--- src/rtl/dht_fmt_pkg.sv ---
// Shared constants for the DHT11 ASCII formatter: FSM encoding, ASCII codes
// and message lengths.
package dht_fmt_pkg;

  typedef logic [7:0] ascii_t;

  localparam logic [2:0] ST_IDLE      = 3'd0;
  localparam logic [2:0] ST_CONV      = 3'd1;
  localparam logic [2:0] ST_LOAD      = 3'd2;
  localparam logic [2:0] ST_WAIT_LOW  = 3'd3;
  localparam logic [2:0] ST_WAIT_HIGH = 3'd4;

  localparam ascii_t ASC_H  = 8'h48;
  localparam ascii_t ASC_T  = 8'h54;
  localparam ascii_t ASC_EQ = 8'h3D;
  localparam ascii_t ASC_SP = 8'h20;
  localparam ascii_t ASC_E  = 8'h45;
  localparam ascii_t ASC_R  = 8'h52;
  localparam ascii_t ASC_CR = 8'h0D;
  localparam ascii_t ASC_LF = 8'h0A;
  localparam ascii_t ASC_0  = 8'h30;

  localparam int LEN_NORM      = 11;
  localparam int LEN_NORM_CRLF = 13;
  localparam int LEN_ERR       = 3;
  localparam int LEN_ERR_CRLF  = 5;

  function automatic ascii_t bcd_to_ascii(input logic [3:0] d);
    return ASC_0 + {4'h0, d};
  endfunction

endpackage

--- src/rtl/dht_ascii_formatter_if.sv ---
// Sample input and UART-transmitter handshake bundle of the formatter.
// tx_start is a one-cycle request qualified by tx_ready; the transmitter
// acknowledges by dropping tx_ready and raising it again when done.
interface dht_ascii_formatter_if;
  logic       sample_valid;
  logic       sample_error;
  logic [7:0] rh;
  logic [7:0] temp;
  logic       tx_ready;
  logic [7:0] tx_byte;
  logic       tx_start;
  logic       busy;
  logic       overrun;

  modport slave (
    input  sample_valid, sample_error, rh, temp, tx_ready,
    output tx_byte, tx_start, busy, overrun
  );

  modport master (
    output sample_valid, sample_error, rh, temp, tx_ready,
    input  tx_byte, tx_start, busy, overrun
  );
endinterface

--- src/rtl/bcd_conv8.sv ---
// 8-bit binary to 3-digit BCD, shift-and-add-3, one bit per cycle.
// o_done is high during the cycle whose closing edge makes o_bcd final.
module bcd_conv8 (
  input  logic        CLK,
  input  logic        RESET,
  input  logic        i_start,
  input  logic [7:0]  i_bin,
  output logic        o_done,
  output logic [11:0] o_bcd
);
  logic [7:0]  r_bin;
  logic [11:0] r_bcd;
  logic [3:0]  r_cnt;
  logic [3:0]  w_d0;
  logic [3:0]  w_d1;

  // Hundreds never exceeds 2 for an 8-bit input, so it needs no correction.
  always_comb begin
    w_d0 = (r_bcd[3:0] >= 4'd5) ? r_bcd[3:0] + 4'd3 : r_bcd[3:0];
    w_d1 = (r_bcd[7:4] >= 4'd5) ? r_bcd[7:4] + 4'd3 : r_bcd[7:4];
  end

  always_ff @(posedge CLK or posedge RESET) begin
    if (RESET) begin
      r_bin <= '0;
      r_bcd <= '0;
      r_cnt <= '0;
    end else if (i_start) begin
      r_bin <= i_bin;
      r_bcd <= '0;
      r_cnt <= 4'd8;
    end else if (r_cnt != 4'd0) begin
      r_bcd <= {r_bcd[10:8], w_d1, w_d0, r_bin[7]};
      r_bin <= {r_bin[6:0], 1'b0};
      r_cnt <= r_cnt - 4'd1;
    end
  end

  assign o_done = (r_cnt == 4'd1);
  assign o_bcd  = r_bcd;
endmodule

--- src/rtl/dht_ascii_formatter.sv ---
// Formats DHT11 samples as "H=ddd T=ddd" or "ERR" (optionally + CR LF) and
// feeds them byte by byte to a UART transmitter.
module dht_ascii_formatter
  import dht_fmt_pkg::*;
#(
  parameter bit SEND_CRLF = 1'b1
) (
  input  logic                  CLK,
  input  logic                  RESET,
  dht_ascii_formatter_if.slave  bus,
  output logic [2:0]            o_state
);
  localparam logic [3:0] LAST_NORM = SEND_CRLF ? 4'(LEN_NORM_CRLF - 1) : 4'(LEN_NORM - 1);
  localparam logic [3:0] LAST_ERR  = SEND_CRLF ? 4'(LEN_ERR_CRLF - 1)  : 4'(LEN_ERR - 1);

  logic [2:0]  r_state;
  logic        r_err;
  logic [3:0]  r_idx;
  logic [7:0]  r_hold;

  logic        w_idle;
  logic        w_start_conv;
  logic        w_done_rh;
  logic        w_done_t;
  logic [11:0] w_bcd_rh;
  logic [11:0] w_bcd_t;
  logic [3:0]  w_last;
  logic        w_tx_start;
  ascii_t      w_byte;

  assign w_idle       = (r_state == ST_IDLE);
  assign w_start_conv = w_idle && bus.sample_valid && !bus.sample_error;
  assign w_last       = r_err ? LAST_ERR : LAST_NORM;
  assign w_tx_start   = (r_state == ST_LOAD) && bus.tx_ready;

  // The converters latch rh/temp themselves on the capture edge.
  bcd_conv8 u_conv_rh (
    .CLK(CLK), .RESET(RESET), .i_start(w_start_conv), .i_bin(bus.rh),
    .o_done(w_done_rh), .o_bcd(w_bcd_rh)
  );

  bcd_conv8 u_conv_t (
    .CLK(CLK), .RESET(RESET), .i_start(w_start_conv), .i_bin(bus.temp),
    .o_done(w_done_t), .o_bcd(w_bcd_t)
  );

  always_comb begin
    w_byte = 8'h00;
    if (r_err) begin
      case (r_idx)
        4'd0: w_byte = ASC_E;
        4'd1: w_byte = ASC_R;
        4'd2: w_byte = ASC_R;
        4'd3: w_byte = ASC_CR;
        4'd4: w_byte = ASC_LF;
        default: w_byte = 8'h00;
      endcase
    end else begin
      case (r_idx)
        4'd0:  w_byte = ASC_H;
        4'd1:  w_byte = ASC_EQ;
        4'd2:  w_byte = bcd_to_ascii(w_bcd_rh[11:8]);
        4'd3:  w_byte = bcd_to_ascii(w_bcd_rh[7:4]);
        4'd4:  w_byte = bcd_to_ascii(w_bcd_rh[3:0]);
        4'd5:  w_byte = ASC_SP;
        4'd6:  w_byte = ASC_T;
        4'd7:  w_byte = ASC_EQ;
        4'd8:  w_byte = bcd_to_ascii(w_bcd_t[11:8]);
        4'd9:  w_byte = bcd_to_ascii(w_bcd_t[7:4]);
        4'd10: w_byte = bcd_to_ascii(w_bcd_t[3:0]);
        4'd11: w_byte = ASC_CR;
        4'd12: w_byte = ASC_LF;
        default: w_byte = 8'h00;
      endcase
    end
  end

  always_ff @(posedge CLK or posedge RESET) begin
    if (RESET) begin
      r_state <= ST_IDLE;
      r_err   <= 1'b0;
      r_idx   <= '0;
      r_hold  <= 8'h00;
    end else begin
      case (r_state)
        ST_IDLE: begin
          if (bus.sample_valid) begin
            r_err   <= bus.sample_error;
            r_idx   <= '0;
            r_state <= bus.sample_error ? ST_LOAD : ST_CONV;
          end
        end
        ST_CONV: begin
          if (w_done_rh && w_done_t) r_state <= ST_LOAD;
        end
        ST_LOAD: begin
          if (bus.tx_ready) begin
            r_hold  <= w_byte;
            r_state <= ST_WAIT_LOW;
          end
        end
        ST_WAIT_LOW: begin
          if (!bus.tx_ready) r_state <= ST_WAIT_HIGH;
        end
        ST_WAIT_HIGH: begin
          if (bus.tx_ready) begin
            if (r_idx == w_last) begin
              r_idx   <= '0;
              r_state <= ST_IDLE;
            end else begin
              r_idx   <= r_idx + 4'd1;
              r_state <= ST_LOAD;
            end
          end
        end
        default: r_state <= ST_IDLE;
      endcase
    end
  end

  // tx_byte switches to the new byte exactly in the tx_start cycle and is
  // held from then on, so it never moves between requests.
  assign bus.tx_start = w_tx_start;
  assign bus.tx_byte  = w_tx_start ? w_byte : r_hold;
  assign bus.busy     = !w_idle;
  assign bus.overrun  = bus.sample_valid && !w_idle;
  assign o_state      = r_state;
endmodule
--- src/flat_wrapper.sv ---
// flat-port wrapper written by rule: the top's interface ports become plain ports
module dht_ascii_formatter_flat import dht_fmt_pkg::*;
#(
  parameter bit SEND_CRLF = 1'b1
)
  (CLK, RESET, o_state, bus_sample_valid, bus_sample_error, bus_rh, bus_temp, bus_tx_ready, bus_tx_byte, bus_tx_start, bus_busy, bus_overrun);
  dht_ascii_formatter_if bus_i ();
  input  logic CLK;
  input  logic RESET;
  output logic [2:0] o_state;
  input wire logic [$bits(bus_i.sample_valid)-1:0] bus_sample_valid;
  input wire logic [$bits(bus_i.sample_error)-1:0] bus_sample_error;
  input wire logic [$bits(bus_i.rh)-1:0] bus_rh;
  input wire logic [$bits(bus_i.temp)-1:0] bus_temp;
  input wire logic [$bits(bus_i.tx_ready)-1:0] bus_tx_ready;
  output wire logic [$bits(bus_i.tx_byte)-1:0] bus_tx_byte;
  output wire logic [$bits(bus_i.tx_start)-1:0] bus_tx_start;
  output wire logic [$bits(bus_i.busy)-1:0] bus_busy;
  output wire logic [$bits(bus_i.overrun)-1:0] bus_overrun;
  assign bus_i.sample_valid = bus_sample_valid;
  assign bus_i.sample_error = bus_sample_error;
  assign bus_i.rh = bus_rh;
  assign bus_i.temp = bus_temp;
  assign bus_i.tx_ready = bus_tx_ready;
  assign bus_tx_byte = bus_i.tx_byte;
  assign bus_tx_start = bus_i.tx_start;
  assign bus_busy = bus_i.busy;
  assign bus_overrun = bus_i.overrun;
  dht_ascii_formatter #(.SEND_CRLF(SEND_CRLF)) u_core (.CLK(CLK), .RESET(RESET), .bus(bus_i), .o_state(o_state));
endmodule
--- config.mk ---
export PLATFORM = sky130hd
export DESIGN_NAME = dht_ascii_formatter_flat
export DESIGN_NICKNAME = d
export VERILOG_FILES = /design/src/rtl/dht_fmt_pkg.sv /design/src/rtl/dht_ascii_formatter_if.sv /design/src/rtl/bcd_conv8.sv /design/src/rtl/dht_ascii_formatter.sv /design/src/flat_wrapper.sv
export SDC_FILE = /design/constraint.sdc
export NUM_CORES = 1
export LEC_CHECK = 0
export BUFFER_PORTS_ARGS = -buffer_cell sky130_fd_sc_hd__buf_2
export CAP_MARGIN = 20
export CORE_MARGIN = 1
export CORE_UTILIZATION = 30
export CTS_BUF_LIST = sky130_fd_sc_hd__clkbuf_2 sky130_fd_sc_hd__clkbuf_4 sky130_fd_sc_hd__clkbuf_8
export DETAILED_ROUTE_END_ITERATION = 12
export PLACE_DENSITY = 0.48
export RECOVER_POWER = 25
export SYNTH_ARGS = -nofsm -noshare
export SYNTH_HDL_FRONTEND = slang
export SYNTH_SLANG_ARGS = --single-unit
--- constraint.sdc ---
create_clock -name CLK -period 4.99 [get_ports CLK]
set_input_delay 0.2495 -clock CLK [delete_from_list [all_inputs] [get_ports CLK]]
set_output_delay 0.2495 -clock CLK [all_outputs]
set_load 0.02 [all_outputs]
==> results by group <==
Run status
  – Status: completed

STA
  – Final Max Slew Viols: 0
  – Least-Margin Pin Slew: 0.834 ns
  – Max Clock Skew: 0.00681 ns
  – Setup TNS: 0 ns
  – Final Setup Violations: 0
  – Max Fclk: 0.358 GHz
  – Final worst slack: 2.20 ns
  – RSZ-0062 raised after global routing: false
  – Final Hold Violating Endpoints: 0
  – Hold Slack: 0.0725 ns
  – Slew HR: 44.4%
  – Final min period: 2.79 ns
  – Period utilisation layout: 55.9%

Floorplanning
  – Core Region: 12,100 µm²
  – Die area: 13,000 µm²
  – Site Rows: 40
  – IO Count: 35
  – Initial Util: 31.2%
  – Die H: 114 µm
  – Die W: 114 µm

Synthesis
  – Distinct cells, synth: 52
  – Mapped Cells: 433
  – Share of flip-flops with an asynchronous set or reset: 100%
  – Syn Nets: 472
  – Yosys synthesis warning count: 0
  – Cell Area, Synth: 3770 µm²
  – Top FF cell, synth: dfrtp_1
  – Synthesis-stage register bit count: 63
  – Register area share after synthesis: 41.8%
  – Mean area per synthesized cell: 8.72 µm²
  – Number of synthesized flops with an enable pin: 0

Global route
  – Tot GR Track Use: 15.1%
  – Grt total ovfl: 0
  – Vias in the first global route: 3,076
  – First-pass GRT wire length: 15,400 µm
  – Initial antenna violation count: 0
  – Largest net degree at the start of global routing: 64

Clock tree
  – CTS tree: done
  – Clock-pin slew of the registers on the worst-case setup and hold paths: 0.08 ns
  – Postcts setup bufs: 0
  – CTS Buffer Depth: 2
  – Clk Latency, worst-skew pair: 0.36 ns
  – CTS sink count: 63
  – H-tree depth: 3
  – CTS Root Cell: clkbuf_8
  – PostCTS Resize Cnt: 0
  – Clock buffer count from CTS: 9
  – Hold buffers post-CTS: 0

Setup path
  – FF-to-FF Start: u_core.r_idx[0]
  – CP max stage delay: 0.56 ns
  – CP max FO: 15
  – Critical Path Start Type: register
  – CP max stage cell: ha_1
  – Critical Path RT: 4.74 ns
  – Flop-to-flop setup slack: 2.91 ns
  – Worst Reg-to-Reg Cells: 6
  – CP Capture Type: primary output
  – Critical Path AT: 2.54 ns
  – CP Class: register to primary output
  – R2r endpoint: u_core.o_state[1]
  – CP cell instances: inv_1 > ha_1 > nand2_1 > o32ai_1 > a211oi_1 > nor3_1 > buf_2

Cells and area
  – Layout cells sized above 1: 14.5%
  – Number of nets in the layout: 489
  – Layout area overhead: 12.2%
  – Post-Layout Cell Count: 623
  – ANT cells: 0

Placed design
  – RD Place Congestion: 0.776
  – Post-DP HPWL: 5660 µm
  – Pre-CTS WS: 2.60 ns
  – Port bufs: 33
  – Post-placement cell count: 606

Routing
  – DR pass1 iterations: 4
  – Initial DRC Count: 152
  – DRC Markers: 0
  – Vias/cell: 4.93
  – Final ANT Viol Nets: 0
  – Drt wl/cell: 14.1 µm
  – Via count: 3,072
  – Final WL: 8800 µm

Min path
  – Hold Path Depth: 3
  – Worst Hold Class: input pin to register
  – Hold endpoint: u_core.u_conv_rh.r_bin[0]
  – Worst Hold Launch: bus_rh[0]

Power
  – Max VDD drop: 0.214 mV
  – Static leakage: 1.81 nW
  – Pwr dens: 626 nW/µm²
  – Tot Pwr: 2.65 mW

Job
  – Max-cap violations: 0
-- worst max-delay path by stage --
stage	cells past startpoint	end	slack [ns]	startpoint
after floorplan	7	bus_tx_byte[2]	2.93	u_core.r_idx[0]
after global placement	7	bus_tx_byte[2]	2.65	u_core.r_idx[0]
after detailed placement	7	bus_tx_byte[2]	2.60	u_core.r_idx[0]
after CTS	7	bus_tx_byte[2]	2.19	u_core.r_idx[0]
after global routing	7	bus_tx_byte[2]	2.03	u_core.r_idx[1]
final	7	bus_tx_byte[2]	2.20	u_core.r_idx[0]
-- cell type report --
class	instances	area, µm²
fill	1290	7880
multi-input combinational	320	1940
sequential	63	1580
tap	168	210
timing repair buffer	36	195
clock buffer	10	138
clock inverter	6	92.6
inverter	20	80.1
-- registers in the layout (all words and copies together), names as in the netlist --
signal and cells:
u_core.u_conv_t.r_bin 8, u_core.u_conv_t.r_cnt 4, u_core.r_hold 7, u_core.r_err 1, u_core.o_state 3, u_core.r_idx 4, u_core.u_conv_t.o_bcd 12, u_core.u_conv_rh.r_cnt 4
u_core.u_conv_rh.o_bcd 12, u_core.u_conv_rh.r_bin 8
-- through the flow --
stage	utilization [%]	instance area (µm²)
2_1_floorplan	-	3770
3_3_place_gp	32.9	3990
3_5_place_dp	32.9	3990
4_1_cts	34.8	4220
5_1_grt	34.9	4230
6_report	34.9	4230
-- layer usage --
metal,up-vias,wire (µm),track usage (%)
li1,1528,-,-
met1,1475,4310,19.8
met2,52,4020,23.9
met3,17,292,3.81
met4,0,187,5.89
met5,-,0,0
-- placed cells by master (no fill, tap or decap), types with 2 or more instances in the layout --
cell type   count
a211o_1         2
a211oi_1       13
a21oi_1        26
a22oi_1         6
a31oi_1        15
and2_1          4
buf_2          33
buf_4           2
bufinv_16       2
clkbuf_8       10
clkinv_4        2
clkinvlp_4      2
dfrtp_1        63
ha_1           18
inv_1          19
mux2_2          5
mux2i_1         4
nand2_1        67
nand2b_1       12
nand3_1        14
nor2_1         42
nor2b_4         2
nor3_1         10
nor3b_1         4
nor4b_1         2
o21ai_0        31
o21ai_1         2
o22ai_1         3
o31ai_1         2
o32ai_1         2
xnor2_1        12
-- critical path: cells and delay by family, from the launching register on --
family,cells,cell delay [ns]
adders and majority gates,1,0.56
AOI/OAI and AO/OA,2,0.40
buffers and inverters,2,0.30
DFF,1,0.44
and+or+nand+nor,2,0.47
-- power breakdown --
part,leakage [nW],internal (mW),switching (mW),total [mW]
Sequential,0.796,0.742,0.231,0.973
Combinational,0.903,0.495,0.659,1.15
Clock,0.109,0.297,0.226,0.523
Total,1.81,1.53,1.12,2.65
-- kinds of logic after synthesis --
| kind of cell | after synthesis | share of synthesized area, % |
|---|---|---|
| adder cells (fa/ha/maj) | 18 | 5.97 |
| multiplexers | 9 | 2.55 |
| AO/OA/AOI/OAI | 113 | 18.6 |
| other | 1 | 0.0994 |
| XOR/XNOR | 12 | 2.79 |
| AND/OR/NAND/NOR | 167 | 21.5 |
| flip-flops | 63 | 41.8 |
| buffers and inverters | 50 | 6.80 |
-- synth_stat cells, types with 2 or more instances --
cell      count  area share (%)
a211o_1       2            0.46
a211oi_1     13             2.6
a21oi_1      26             3.4
a22oi_1       6             1.2
a31oi_1      15             2.5
and2_1        4            0.66
buf_2        15             2.0
buf_4         6             1.2
buf_6         3            0.90
clkbuf_1      6            0.60
dfrtp_1      63              42
ha_1         18             6.0
inv_1        19             1.9
mux2_2        5             1.5
mux2i_1       4             1.1
nand2_1      67             6.7
nand2b_1     12             2.0
nand3_1      14             1.9
nor2_1       42             4.2
nor2b_4       2            0.73
nor3_1       10             1.3
nor3b_1       4            0.80
nor4b_1       2            0.46
o21ai_0      31             4.1
o21ai_1       2            0.27
o22ai_1       3            0.50
o31ai_1       2            0.40
o32ai_1       2            0.46
xnor2_1      12             2.8
Note: power is estimated with default switching activity, not from simulation.
